--- src/rtl/dmem_copy_engine_pkg.sv ---
// rtl/dmem_copy_engine_pkg.sv - shared constants and FSM encoding for the data-memory copy engine
// Contents: SIGN_MASK_WORD, WORD_BYTES, state_e (8 states, 3 bits).
package dmem_copy_engine_pkg;

    localparam logic [3:0] SIGN_MASK_WORD = 4'b0110;
    localparam int         WORD_BYTES     = 4;

    typedef enum logic [2:0] {
        S_IDLE   = 3'd0,
        S_RD_REQ = 3'd1,
        S_RD_WHI = 3'd2,
        S_RD_WLO = 3'd3,
        S_WR_REQ = 3'd4,
        S_WR_WHI = 3'd5,
        S_WR_WLO = 3'd6,
        S_FIN    = 3'd7
    } state_e;

endpackage

--- src/rtl/dmem_copy_engine_stall_watchdog.sv ---
// rtl/dmem_copy_engine_stall_watchdog.sv - bounded wait counter for one clk_stall edge
// Ports: clk, reset (sync, active-high), clear (restart count), arm (waiting),
//        expired (high in the TIMEOUT-th consecutive armed cycle).
module dmem_copy_engine_stall_watchdog #(
    parameter int TIMEOUT = 15
) (
    input  logic clk,
    input  logic reset,
    input  logic clear,
    input  logic arm,
    output logic expired
);

    localparam int              CW   = $clog2(TIMEOUT);
    localparam logic [CW-1:0]   LAST = CW'(TIMEOUT - 1);

    logic [CW-1:0] cnt_q;

    // Count 0 in the first armed cycle, so expiry lands on the TIMEOUT-th wait cycle.
    always_ff @(posedge clk) begin
        if (reset || clear) begin
            cnt_q <= '0;
        end else if (arm && !expired) begin
            cnt_q <= cnt_q + CW'(1);
        end
    end

    assign expired = arm && (cnt_q == LAST);

endmodule

--- src/rtl/dmem_copy_engine.sv ---
// rtl/dmem_copy_engine.sv - data-memory port initiator that copies (or fills) a block of words
// Ports: clk, reset (sync, active-high); start + cfg_src/cfg_dst/cfg_len/cfg_fill/cfg_pattern;
//        busy/done/error status; mem_addr/mem_write_data/mem_memwrite/mem_memread/mem_sign_mask
//        to data memory; mem_read_data/mem_clk_stall from data memory.
// Optional feature: DMEM_COPY_FILL_EN enables fill mode (cfg_fill/cfg_pattern).
module dmem_copy_engine
    import dmem_copy_engine_pkg::*;
#(
    parameter int LEN_W   = 10,
    parameter int TIMEOUT = 15
) (
    input  logic             clk,
    input  logic             reset,
    input  logic             start,
    input  logic [31:0]      cfg_src,
    input  logic [31:0]      cfg_dst,
    input  logic [LEN_W-1:0] cfg_len,
    input  logic             cfg_fill,
    input  logic [31:0]      cfg_pattern,
    output logic             busy,
    output logic             done,
    output logic             error,
    output logic [31:0]      mem_addr,
    output logic [31:0]      mem_write_data,
    output logic             mem_memwrite,
    output logic             mem_memread,
    output logic [3:0]       mem_sign_mask,
    input  logic [31:0]      mem_read_data,
    input  logic             mem_clk_stall
);

    localparam logic [31:0] STEP = 32'(WORD_BYTES);

    state_e           state_q;
    logic [31:0]      src_q, dst_q;
    logic [LEN_W-1:0] len_q;
    logic             fill_q;
    logic             busy_q, done_q, error_q, rd_q, wr_q;
    logic [31:0]      addr_q, wdata_q;
    logic [3:0]       mask_q;

    logic fill_req, misalign, in_wait, stall_edge, wd_clear, wd_expired;

`ifdef DMEM_COPY_FILL_EN
    assign fill_req = cfg_fill;
`else
    logic unused_cfg_fill;
    assign unused_cfg_fill = cfg_fill;
    assign fill_req        = 1'b0;
`endif

    // Source alignment only matters when it will actually be read.
    assign misalign = (cfg_dst[1:0] != 2'b00) || (!fill_req && (cfg_src[1:0] != 2'b00));

    assign in_wait    = state_q inside {S_RD_WHI, S_RD_WLO, S_WR_WHI, S_WR_WLO};
    assign stall_edge = ((state_q == S_RD_WHI || state_q == S_WR_WHI) &&  mem_clk_stall) ||
                        ((state_q == S_RD_WLO || state_q == S_WR_WLO) && !mem_clk_stall);
    // Restart the wait count whenever a wait state is (re)entered.
    assign wd_clear   = !in_wait || stall_edge;

    dmem_copy_engine_stall_watchdog #(.TIMEOUT(TIMEOUT)) u_watchdog (
        .clk     (clk),
        .reset   (reset),
        .clear   (wd_clear),
        .arm     (in_wait),
        .expired (wd_expired)
    );

    always_ff @(posedge clk) begin
        if (reset) begin
            state_q <= S_IDLE;
            src_q   <= '0;
            dst_q   <= '0;
            len_q   <= '0;
            fill_q  <= 1'b0;
            busy_q  <= 1'b0;
            done_q  <= 1'b0;
            error_q <= 1'b0;
            rd_q    <= 1'b0;
            wr_q    <= 1'b0;
            addr_q  <= '0;
            wdata_q <= '0;
            mask_q  <= '0;
        end else begin
            mask_q <= SIGN_MASK_WORD;
            rd_q   <= 1'b0;
            wr_q   <= 1'b0;
            done_q <= 1'b0;
            if (wd_expired && !stall_edge) begin
                // Abort: remaining words are abandoned.
                busy_q  <= 1'b0;
                error_q <= 1'b1;
                done_q  <= 1'b1;
                state_q <= S_IDLE;
            end else begin
                case (state_q)
                    S_IDLE: begin
                        if (start && !mem_clk_stall) begin
                            src_q   <= cfg_src;
                            dst_q   <= cfg_dst;
                            len_q   <= cfg_len;
                            fill_q  <= fill_req;
                            error_q <= 1'b0;
                            if (misalign) begin
                                error_q <= 1'b1;
                                done_q  <= 1'b1;
                                state_q <= S_FIN;
                            end else if (cfg_len == '0) begin
                                done_q  <= 1'b1;
                                state_q <= S_FIN;
                            end else if (fill_req) begin
                                busy_q  <= 1'b1;
                                wr_q    <= 1'b1;
                                addr_q  <= cfg_dst;
                                wdata_q <= cfg_pattern;
                                state_q <= S_WR_REQ;
                            end else begin
                                busy_q  <= 1'b1;
                                rd_q    <= 1'b1;
                                addr_q  <= cfg_src;
                                state_q <= S_RD_REQ;
                            end
                        end
                    end
                    S_RD_REQ: state_q <= S_RD_WHI;
                    S_RD_WHI: if (mem_clk_stall) state_q <= S_RD_WLO;
                    S_RD_WLO: begin
                        if (!mem_clk_stall) begin
                            // The read word doubles as the write data latch.
                            wdata_q <= mem_read_data;
                            wr_q    <= 1'b1;
                            addr_q  <= dst_q;
                            state_q <= S_WR_REQ;
                        end
                    end
                    S_WR_REQ: state_q <= S_WR_WHI;
                    S_WR_WHI: if (mem_clk_stall) state_q <= S_WR_WLO;
                    S_WR_WLO: begin
                        if (!mem_clk_stall) begin
                            src_q <= src_q + STEP;
                            dst_q <= dst_q + STEP;
                            len_q <= len_q - LEN_W'(1);
                            if (len_q == LEN_W'(1)) begin
                                busy_q  <= 1'b0;
                                done_q  <= 1'b1;
                                state_q <= S_FIN;
                            end else if (fill_q) begin
                                wr_q    <= 1'b1;
                                addr_q  <= dst_q + STEP;
                                state_q <= S_WR_REQ;
                            end else begin
                                rd_q    <= 1'b1;
                                addr_q  <= src_q + STEP;
                                state_q <= S_RD_REQ;
                            end
                        end
                    end
                    S_FIN:   state_q <= S_IDLE;
                    default: state_q <= S_IDLE;
                endcase
            end
        end
    end

    assign busy           = busy_q;
    assign done           = done_q;
    assign error          = error_q;
    assign mem_addr       = addr_q;
    assign mem_write_data = wdata_q;
    assign mem_memwrite   = wr_q;
    assign mem_memread    = rd_q;
    assign mem_sign_mask  = mask_q;

endmodule

--- config.mk ---
export PLATFORM = sky130hd
export DESIGN_NAME = dmem_copy_engine
export DESIGN_NICKNAME = d
export VERILOG_FILES = /design/src/rtl/dmem_copy_engine_pkg.sv /design/src/rtl/dmem_copy_engine_stall_watchdog.sv /design/src/rtl/dmem_copy_engine.sv
export SDC_FILE = /design/constraint.sdc
export NUM_CORES = 1
export LEC_CHECK = 0
export BUFFER_PORTS_ARGS = -buffer_cell sky130_fd_sc_hd__buf_2
export CELL_PAD_IN_SITES_DETAIL_PLACEMENT = 1
export CELL_PAD_IN_SITES_GLOBAL_PLACEMENT = 2
export CORE_MARGIN = 3
export CORE_UTILIZATION = 28
export CTS_BUF_LIST = sky130_fd_sc_hd__clkbuf_4 sky130_fd_sc_hd__clkbuf_8
export DETAILED_ROUTE_END_ITERATION = 10
export PLACE_DENSITY_LB_ADDON = 0.1
export SYNTH_ARGS = -nofsm -noshare
export SYNTH_HDL_FRONTEND = slang
export SYNTH_SLANG_ARGS = --single-unit
export TNS_END_PERCENT = 100
--- constraint.sdc ---
create_clock -name clk -period 2.1 [get_ports clk]
set_input_delay 0 -clock clk [delete_from_list [all_inputs] [get_ports clk]]
set_output_delay 0 -clock clk [all_outputs]
set_load 0.05 [all_outputs]
After elaboration in Yosys (flattened, before gate mapping)
Cells that the tools add are included.

storage, ports and cells
  register bits after elaboration = 154
  logic and storage cells = 121

cells by class
  add/sub/neg operators = 4
  equality and inequality tests = 18
  mux-type cells = 50
  bitwise operators = 3
  reduce and logical (&&, ||, !) cells = 33

operators with widths
  kind                                                                  count
  32-bit two-way mux                                                    10
  32-bit case mux with 2 select lines                                   2
  32-bit case mux with 3 select lines                                   1
  32-bit by 3-bit adder with 32-bit output, second input constant       2
  3-bit two-way mux                                                     9
  3-bit case mux with 8 select lines                                    1
  1-bit two-way mux                                                     21
  10-bit two-way mux                                                    2
  10-bit case mux with 2 select lines                                   1
  2-bit inequality test, second input constant                          8
  3-bit == test, second input constant                                  4
  10-bit by 1-bit == test with 1-bit output, second input constant      1
  10-bit logical NOT                                                    1
  2-bit nonzero test                                                    5
  10-bit by 1-bit subtractor with 10-bit output, second input constant  1
  8-bit AND reduction                                                   1
  3-bit by 2-bit == test with 1-bit output, second input constant       2
  1-bit logical AND                                                     6
  1-bit logical OR                                                      6
  1-bit case mux with 2 select lines                                    3
  6-bit AND reduction                                                   1
  5-bit AND reduction                                                   1
  4-bit by 1-bit adder with 4-bit output, second input constant         1
  4-bit == test, second input constant                                  1
  other kinds (12)                                                      17

Longest topological paths before layout
Gate-level depths: netlist (run 1).

  depth after elaboration = 8
  gate-level depth with buffers = 9

Cells and area by module
A second synthesis (run 1) with hierarchy kept.

unflattened totals
  cells, all modules = 1098
  area, all modules = 8294.2 sq um

modules (own cells, without submodules)
  module                           instances  cells each  area an instance (sq um)  sequential area each (sq um)
  dmem_copy_engine                 1          1075        8077.7                    2942.8
  dmem_copy_engine_stall_watchdog  1          23          216.5                     80.1

Worst setup path before layout (run 1)
No wires, ideal clock.

  path kind = register to register
  from = register src_q[2]
  to = register addr_q[30] (netlist: mem_addr[30])
  data arrival time = 2.005 ns
  data required time = 1.962 ns
  path slack = -0.043 ns
  cell stages (with the launch flop) = 8
  period minus slack after synthesis = 2.143 ns
  path through = dfxtp_1 -> ha_1 -> nand3_1 -> or4_1 -> clkbuf_1 -> o31a_1 -> o21ai_1 -> a41oi_1

on the way
  cells in the longest elaborated chain, start to end = 4

ends and longest elaborated chain
  item                                      line                     RTL
  start, declared                           dmem_copy_engine.sv:35   logic [31:0] src_q, dst_q;
  start signal, assigned                    dmem_copy_engine.sv:99   src_q <= cfg_src;
  start signal, assigned                    dmem_copy_engine.sv:140  src_q <= src_q + STEP;
  32-bit by 3-bit adder with 32-bit output  dmem_copy_engine.sv:153  addr_q <= src_q + STEP;
  32-bit two-way mux                        dmem_copy_engine.sv:143  if (len_q == LEN_W'(1)) begin
  32-bit two-way mux                        dmem_copy_engine.sv:139  if (!mem_clk_stall) begin
  32-bit case mux with 3 select lines       dmem_copy_engine.sv:96   case (state_q)
  end signal, assigned                      dmem_copy_engine.sv:114  addr_q <= cfg_dst;
  end signal, assigned                      dmem_copy_engine.sv:149  addr_q <= dst_q + STEP;
  end signal, assigned                      dmem_copy_engine.sv:153
  end, declared                             dmem_copy_engine.sv:39   logic [31:0] addr_q, wdata_q;

Every way passes these cells. The select of a mux whose other input is x is not followed.
A chain may end at the register's enable or synchronous reset.

Final worst setup path (run 1)
  from = register state_q[0]
  to = register addr_q[26] (netlist: mem_addr[26])

on the way
  cells in the longest elaborated chain, start to end = 8
  elaborated cells between the ends (all ways) = 24

ends and longest elaborated chain
  item                                                              line                                            RTL
  start, declared                                                   dmem_copy_engine.sv:34                          state_e state_q;
  start signal, assigned                                            dmem_copy_engine.sv:71                          state_q <= S_IDLE;
  start signal, assigned                                            dmem_copy_engine.sv:94                          state_q <= S_IDLE;
  start signal, assigned                                            dmem_copy_engine.sv:107                         state_q <= S_FIN;
  3-bit by 2-bit == test with 1-bit output (tied with other cells)  dmem_copy_engine.sv:55, dmem_copy_engine.sv:56
  1-bit logical OR, on equally long branches                        dmem_copy_engine.sv:56, dmem_copy_engine.sv:57
  1-bit logical AND, on equally long branches                       dmem_copy_engine.sv:56, dmem_copy_engine.sv:57
  1-bit logical OR                                                  dmem_copy_engine.sv:56                          assign stall_edge = ((state_q == S_RD_WHI || state_q == S_WR_WHI) && mem_clk_stall) ||
  1-bit logical NOT                                                 dmem_copy_engine.sv:89                          if (wd_expired && !stall_edge) begin
  1-bit logical AND                                                 dmem_copy_engine.sv:89
  1-bit inverter (no line)                                          -
  8-bit AND reduction (no line)                                     -
  end signal, assigned                                              dmem_copy_engine.sv:114
  end signal, assigned                                              dmem_copy_engine.sv:120                         addr_q <= cfg_src;
  end signal, assigned                                              dmem_copy_engine.sv:132                         addr_q <= dst_q;

Several ways; a longest one is shown, not always the timed one.

==> impl_metrics.toml, run 1 <==
[global_routing]
grt_pass1_wl_um = 53900
antenna_found_initial = 1
grt_max_degree = 74
grt_pass1_vias = 9618
overflow = 0
grt.total_usage_pct = 21.7

[floorplanning]
core_area_um2 = 28800
die_area_um2 = 31400
die_w_um = 177
start_util_pct = 28.5
io_pins = 216
fp-row-count = 62
fp.dieH_um = 177

[layout]
fin_util_pct = 41.1
fillCellCount = 3563
num_antenna_cells = 0
finalNetCount = 1561
syn2layout_area_growth_pct = 44.2
drive_gt1_share_pct = 25.6
final_cells = 1809
ff_latch_area_um2 = 3020
multi_input_area_um2 = 4810

[yosys]
syn_area_per_cell_um2 = 7.55
synth_warnings = 0
synth_area_um2 = 8210
synth_top_cell_by_area = "dfxtp_1"
synth_top_cell_area_share_pct = 36.8
synth_area_leaders = "dfxtp_1 37%, a21oi_1 8.0%, nand2_1 7.2%"
synth_cell_types = 78
async_flop_share_pct = 0
ys.flop_type = "dfxtp_1"
synth-edff-count = 0
seq_area_frac_synth_pct = 36.8
synth-seq-cells = 151
synthCells = 1087

[sta]
fmax_ghz = 0.493
whs_ns = 0.0605
period_share_pct = 96.5
tns_ns = 0
slew_violations = 0
hold_viol = 0
post-route-min-period_ns = 2.03
skew_ns = 0.0157
rsz0062_at_grt = "true"
setup_viol = 0

[cts]
cts-root-buf = "clkbuf_8"
cts_tree = "done"
cts.sinks = 151
clk_path_buf_depth = 2
clkSlewWorstSetupHoldPaths_ns = 0.10
clk-insertion-delay-late_ns = 0.47
cts.htree.levels = 4
cts_buffers = 17

[setup_path]
worst-setup-path-type = "flop to flop"
regToRegSetupSlack_ns = 0.07
worstPathArrival_ns = 2.38
start_kind = "flop"
end_kind = "flop"
cp_max_fo = 37
critPathRequiredTime_ns = 2.45

[placement]
place.gp.congestion = 0.789
port_buffers = 180
dpl.hpwl_um = 23900
dp.cells = 1665

[drt]
ant_nets = 0
vias_per_cell = 5.25
routed_wl_um = 35700
drc_errors = 0
routedWlPerCell_um = 19.7
drtPass1Iterations = 5
num_vias = 9501
drtIter0Drc = 549

[power_and_ir_drop]
peakVddDrop_mv = 0.418
power_density_nw_per_um2 = 950
p_leak_nw = 4.74

[hold_path]
hold_class = "input port to flop"

[run_status]
status = "complete, no violations"

[job]
cap_viol_max_count = 0
-- cell families after synthesis --
family	after synthesis	share of synthesized area, %
other	1	0.0457
AO/OA/AOI/OAI	394	30.5
XOR/XNOR	15	1.60
AND/OR/NAND/NOR	400	23.8
flip-flops	151	36.8
adder cells (fa/ha/maj)	6	0.914
multiplexers	4	0.488
buffers and inverters	116	5.84
-- where the power goes --
group | total, mW | switching, mW | internal, mW
logic | 4.83 | 3.02 | 1.81
registers | 3.81 | 0.429 | 3.38
clock network | 2.61 | 1.38 | 1.23
total | 11.2 | 4.82 | 6.42
-- final timing paths --
| path | start | end | cells after the start |
|---|---|---|---|
| worst max-delay path | state_q[0]$_SDFFE_PP0P_ | mem_addr[26]$_SDFFE_PP0P_ | 7 |
| worst max register to register | state_q[0]$_SDFFE_PP0P_ | mem_addr[26]$_SDFFE_PP0P_ | 7 |
| worst min register to register | mem_write_data[3]$_SDFFE_PP0P_ | mem_write_data[3]$_SDFFE_PP0P_ | 2 |
| worst min-delay path | mem_clk_stall | done$_SDFF_PP0_ | 4 |
-- critical path: stages, from the launching register on --
cell and delay, ns:
dfxtp_1 0.38, buf_12 0.23, nand3b_1 0.28, clkbuf_16 0.26, o221ai_2 0.16, buf_12 0.20
a221oi_1 0.28, a21oi_1 0.11
-- synth_stat cells, drive strengths merged, types with 8 or more instances --
master / n
a22oi: 15
or4: 9
a221oi: 13
o21ai: 82
clkbuf: 72
a31oi: 21
o22ai: 20
nand4: 17
and4: 11
and2: 11
nand3: 35
a21oi: 132
nand2: 157
and3: 16
or3: 8
nand3b: 8
nor4: 18
buf: 27
nor2: 77
dfxtp: 151
inv: 17
a211oi: 23
nor3: 13
a22o: 17
xnor2: 9
o31ai: 9
o211ai: 8
-- routing by layer --
| metal | wire, µm | part of all wire [%] | track usage [%] | vias to the layer above |
|---|---|---|---|---|
| li1 | - | - | - | 4659 |
| met1 | 16800 | 47 | 28.9 | 4628 |
| met2 | 17400 | 49 | 37.8 | 191 |
| met3 | 1190 | 3.3 | 2.96 | 21 |
| met4 | 262 | 0.73 | 3.96 | 2 |
| met5 | 7 | 0.020 | 0 | - |
-- cell usage in the layout (no fill, tap or decap), types with 7 or more instances in the layout --
cell           instances
a22oi_1               15
a22o_1                17
clkbuf_8              17
o21ai_1                8
a211oi_1              23
nand3b_1               8
nand3_1               34
o21ai_0               74
o31ai_1                9
xnor2_1                9
and4_1                11
o211ai_1               8
buf_4                102
a21oi_1              131
a221oi_1              11
nor3_1                11
buf_2                179
and2_1                 8
nor4_1                11
or3_1                  8
nand2_1              157
dlygate4sd3_1        105
nand4_1               16
nor2_1                75
buf_12                10
a31oi_1               19
o22ai_1               20
nor4_2                 7
or4_1                  8
inv_1                 17
dfxtp_1              150
and3_1                16
-- final cells by class --
class | instances | share of cell area [%]
sequential | 151 | 25.5
inverter | 17 | 0.539
clock buffer | 17 | 1.98
clock inverter | 15 | 1.79
tap | 384 | 4.06
timing repair buffer | 403 | 25.5
multi-input combinational | 822 | 40.6
-- metrics by stage --
step	instance area, µm²	worst slack, ns	power (mW)
floorplan	8220	0.0274	6.65
global placement	10200	0.0134	8.35
detailed placement	10200	0.0213	8.39
CTS	11700	0.0164	11.2
global route	11800	-0.0255	12.0
finish	11800	0.0733	11.2
-- flip-flops by register name, indices dropped and copies added (netlist names) --
signal and flops:
busy 1, u_watchdog.cnt_q 4, src_q 32, mem_addr 32, error 1, state_q 3, mem_write_data 32, dst_q 32
mem_memread 1, done 1, mem_sign_mask 1, len_q 10, mem_memwrite 1
-- repair_timing --
item / CTS / global route
resized for setup: 0 / 22
setup buffers: 0 / 3
hold buffers: 105 / 0
endpoints found under the hold margin: 134 / 0
endpoints found under the setup margin: 0 / 77
(Power assumes the default switching activity.)
==> inputs of run 2 (changes only) <==
ABC_AREA = 1   (was default)
CORE_UTILIZATION = 25   (was 28)
==> run 2 against run 1 <==
Net effect:
- global-route usage decreased by 1.3 points
- non-clock buffer count decreased by 66
- clock skew increased by 0.0074 ns
- clock power is 7.7% lower
- critical endpoint is now dst_q[14]$_SDFFE_PP0P_
==> impl_metrics.toml, run 2 <==
[drt]
routedWlPerCell_um = 17.5
drtIter0Drc = 476
ant_nets = 0
drc_errors = 0
num_vias = 10476
vias_per_cell = 4.65
drtPass1Iterations = 5
routed_wl_um = 39400

[global_routing]
use_met3_pct = 2.93
met1_usage_pct = 26.6
grt.total_usage_pct = 20.4
met2_usage_pct = 36.1
grt_pass1_wl_um = 61000
antenna_found_initial = 4
overflow = 0
grt_pass1_vias = 10753
busiest_layer = "met2"
grt_max_degree = 70

[setup_path]
cp-startpoint = "dst_q[3]$_SDFFE_PP0P_"
critical_path_depth = 10
slowest_stage = "dfxtp_1"
cp_max_fo = 4
worstReg2RegEnd = "dst_q[14]$_SDFFE_PP0P_"
cpMostUsedCell = "nand2_1"
path_delay_family = "simple AND/OR/NAND/NOR gates"
r2r_cells = 10
endpoint = "dst_q[14]$_SDFFE_PP0P_"
regToRegSetupSlack_ns = 0.14
critPathMaxStageDelay_ns = 0.39
worstPathCellList = "ha_1 > nand2_1 > nor2_1 > nand3_1 > nor2_1 > nand2_1 > o22ai_1 > nand2_1 > nand2_1 > inv_1"
end_kind = "flop"
rr_startpoint = "dst_q[3]$_SDFFE_PP0P_"
path_buf_inv = 1
start_kind = "flop"
worst-setup-path-type = "flop to flop"
worstPathArrival_ns = 2.36
critPathRequiredTime_ns = 2.50

[yosys]
async_flop_share_pct = 0
synth_cell_types = 37
synth_area_um2 = 8860
seq_area_frac_synth_pct = 34.1
synth_area_leaders = "dfxtp_1 34%, nand2_1 17%, nor2_1 12%"
synth_top_cell_by_area = "dfxtp_1"
synth_fa_ha_area_share_pct = 0.847
synthCells = 1495
ys_top_cells_by_count = "400 x nand2_1, 288 x nor2_1, 155 x inv_1, 151 x dfxtp_1, 127 x o21ai_0"
synth_top_family_by_area = "simple AND/OR/NAND/NOR gates"
ys.flop_type = "dfxtp_1"
synth_compound_area_share_pct = 16.6
synth-seq-cells = 151
synth_mux_area_share_pct = 0
synth_xor_area_share_pct = 0.395
syn_area_per_cell_um2 = 5.93
synth-edff-count = 0
synth_most_common_cell = "nand2_1"
synth_warnings = 0
synthSimpleGateAreaFrac_pct = 37.9
synth_top_cell_area_share_pct = 34.1

[sta]
tightest_slew_ns = 0.678
post-route-min-period_ns = 1.96
period_share_pct = 93.2
slew_violations = 0
setup_viol = 0
hold_viol = 0
skew_ns = 0.0231
fmax_ghz = 0.511
max-slew-margin-rel_pct = 54.7

[layout]
syn2layout_area_growth_pct = 36.3
num_antenna_cells = 0
drive_gt1_share_pct = 16.0
final_common_cell = "nand2_1"
finalNetCount = 1932
mostFrequentLayoutCells = "400 x nand2_1, 286 x nor2_1, 180 x buf_2, 154 x inv_1, 151 x dfxtp_1"
final_cells = 2251

[floorplanning]
die_w_um = 194
io_pins = 216
core_area_um2 = 34700
die_area_um2 = 37800
fp-row-count = 68
start_util_pct = 25.5
fp.dieH_um = 194

[cts]
cts.htree.levels = 4
cts_tree = "done"
clkSlewWorstSetupHoldPaths_ns = 0.09
clk-insertion-delay-late_ns = 0.51
cts-root-buf = "clkbuf_8"
cts.sinks = 151
cts_buffers = 17
clk_path_buf_depth = 2

[job]
cap_viol_max_count = 0

[hold_path]
hold_depth = 5
hold_class = "input port to flop"

[power_and_ir_drop]
p_leak_nw = 5.54
power_density_nw_per_um2 = 1190
total_power_mw = 14.3
peakVddDrop_mv = 0.700

[placement]
port_buffers = 180
dpl.hpwl_um = 28700
place.gp.congestion = 0.846
dp.cells = 2108

[run_status]
status = "complete, no violations"
run 2: power breakdown:
| group | internal (mW) | leakage [nW] | switching (mW) | total, mW |
|---|---|---|---|---|
| Sequential | 3.69 | 1.24 | 0.776 | 4.46 |
| Clock | 1.04 | 0.198 | 1.37 | 2.41 |
| Combinational | 2.44 | 4.10 | 5.01 | 7.45 |
| Total | 7.16 | 5.54 | 7.16 | 14.3 |
run 2: timing repair:
item	CTS	global route
gates cloned	0	2
setup buffers	0	3
setup endpoints to repair	33	55
pin swaps	0	1
hold endpoints to repair	129	0
gates resized for setup	1	4
hold buffers	106	0
run 2: worst reg2reg max path: stages, from the launching register on:
cell and delay [ns]:
dfxtp_1 0.39, ha_1 0.18, nand2_1 0.07, nor2_1 0.28
nand3_1 0.22, nor2_1 0.25, nand2_1 0.12, o22ai_1 0.18
nand2_1 0.08, nand2_1 0.06, inv_1 0.03
run 2: worst min-delay path by stage:
| stage | from | to |
|---|---|---|
| floorplan | cfg_dst[0] | dst_q[0]$_SDFFE_PP0P_ |
| global route | reset | error$_SDFFE_PP0P_ |
| finish | cfg_src[5] | src_q[5]$_SDFFE_PP0P_ |
| CTS | cfg_src[5] | src_q[5]$_SDFFE_PP0P_ |
| detailed placement | mem_read_data[28] | mem_write_data[28]$_SDFFE_PP0P_ |
| global placement | mem_read_data[1] | mem_write_data[1]$_SDFFE_PP0P_ |
run 2: cell type report:
class / count / area [µm²]
fillers: 4549 / 22600
multi-input cells: 1118 / 4960
flip-flops and latches: 151 / 3020
repair buffers: 337 / 2540
inverters: 158 / 594
well taps: 455 / 569
clock buffers: 19 / 262
clock inverters: 13 / 138
run 2: kinds of logic (layout without fill, tap and decap cells):
group           Yosys count  count (layout)
buf+inv                 227             527
other cells               1               2
simple gates            831             831
compound gates          275             275
flops                   151             151
fa+ha+maj                 6               6
xor+xnor                  4               4
run 2: stage by stage:
stage	setup WS [ns]	cell area [µm²]	setup TNS (ns)	hold WS [ns]	utilization [%]
after floorplan	0.438	8870	0	0.135	-
after global placement	-0.142	10500	-4.46	0.223	30.3
after detailed placement	-0.165	10500	-4.70	0.231	30.3
after CTS	0.0490	12000	0	0.00490	34.6
after global routing	-0.00924	12100	-0.00924	0.0348	34.8
final	0.142	12100	0	0.0375	34.8
run 2: metal layers:
| metal | share of wire, % | vias to the layer above |
|---|---|---|
| met2 | 49 | 169 |
| met3 | 3.3 | 23 |
| met1 | 47 | 4967 |
| met4 | 1.1 | 0 |
| met5 | 0 | - |
| li1 | - | 5317 |
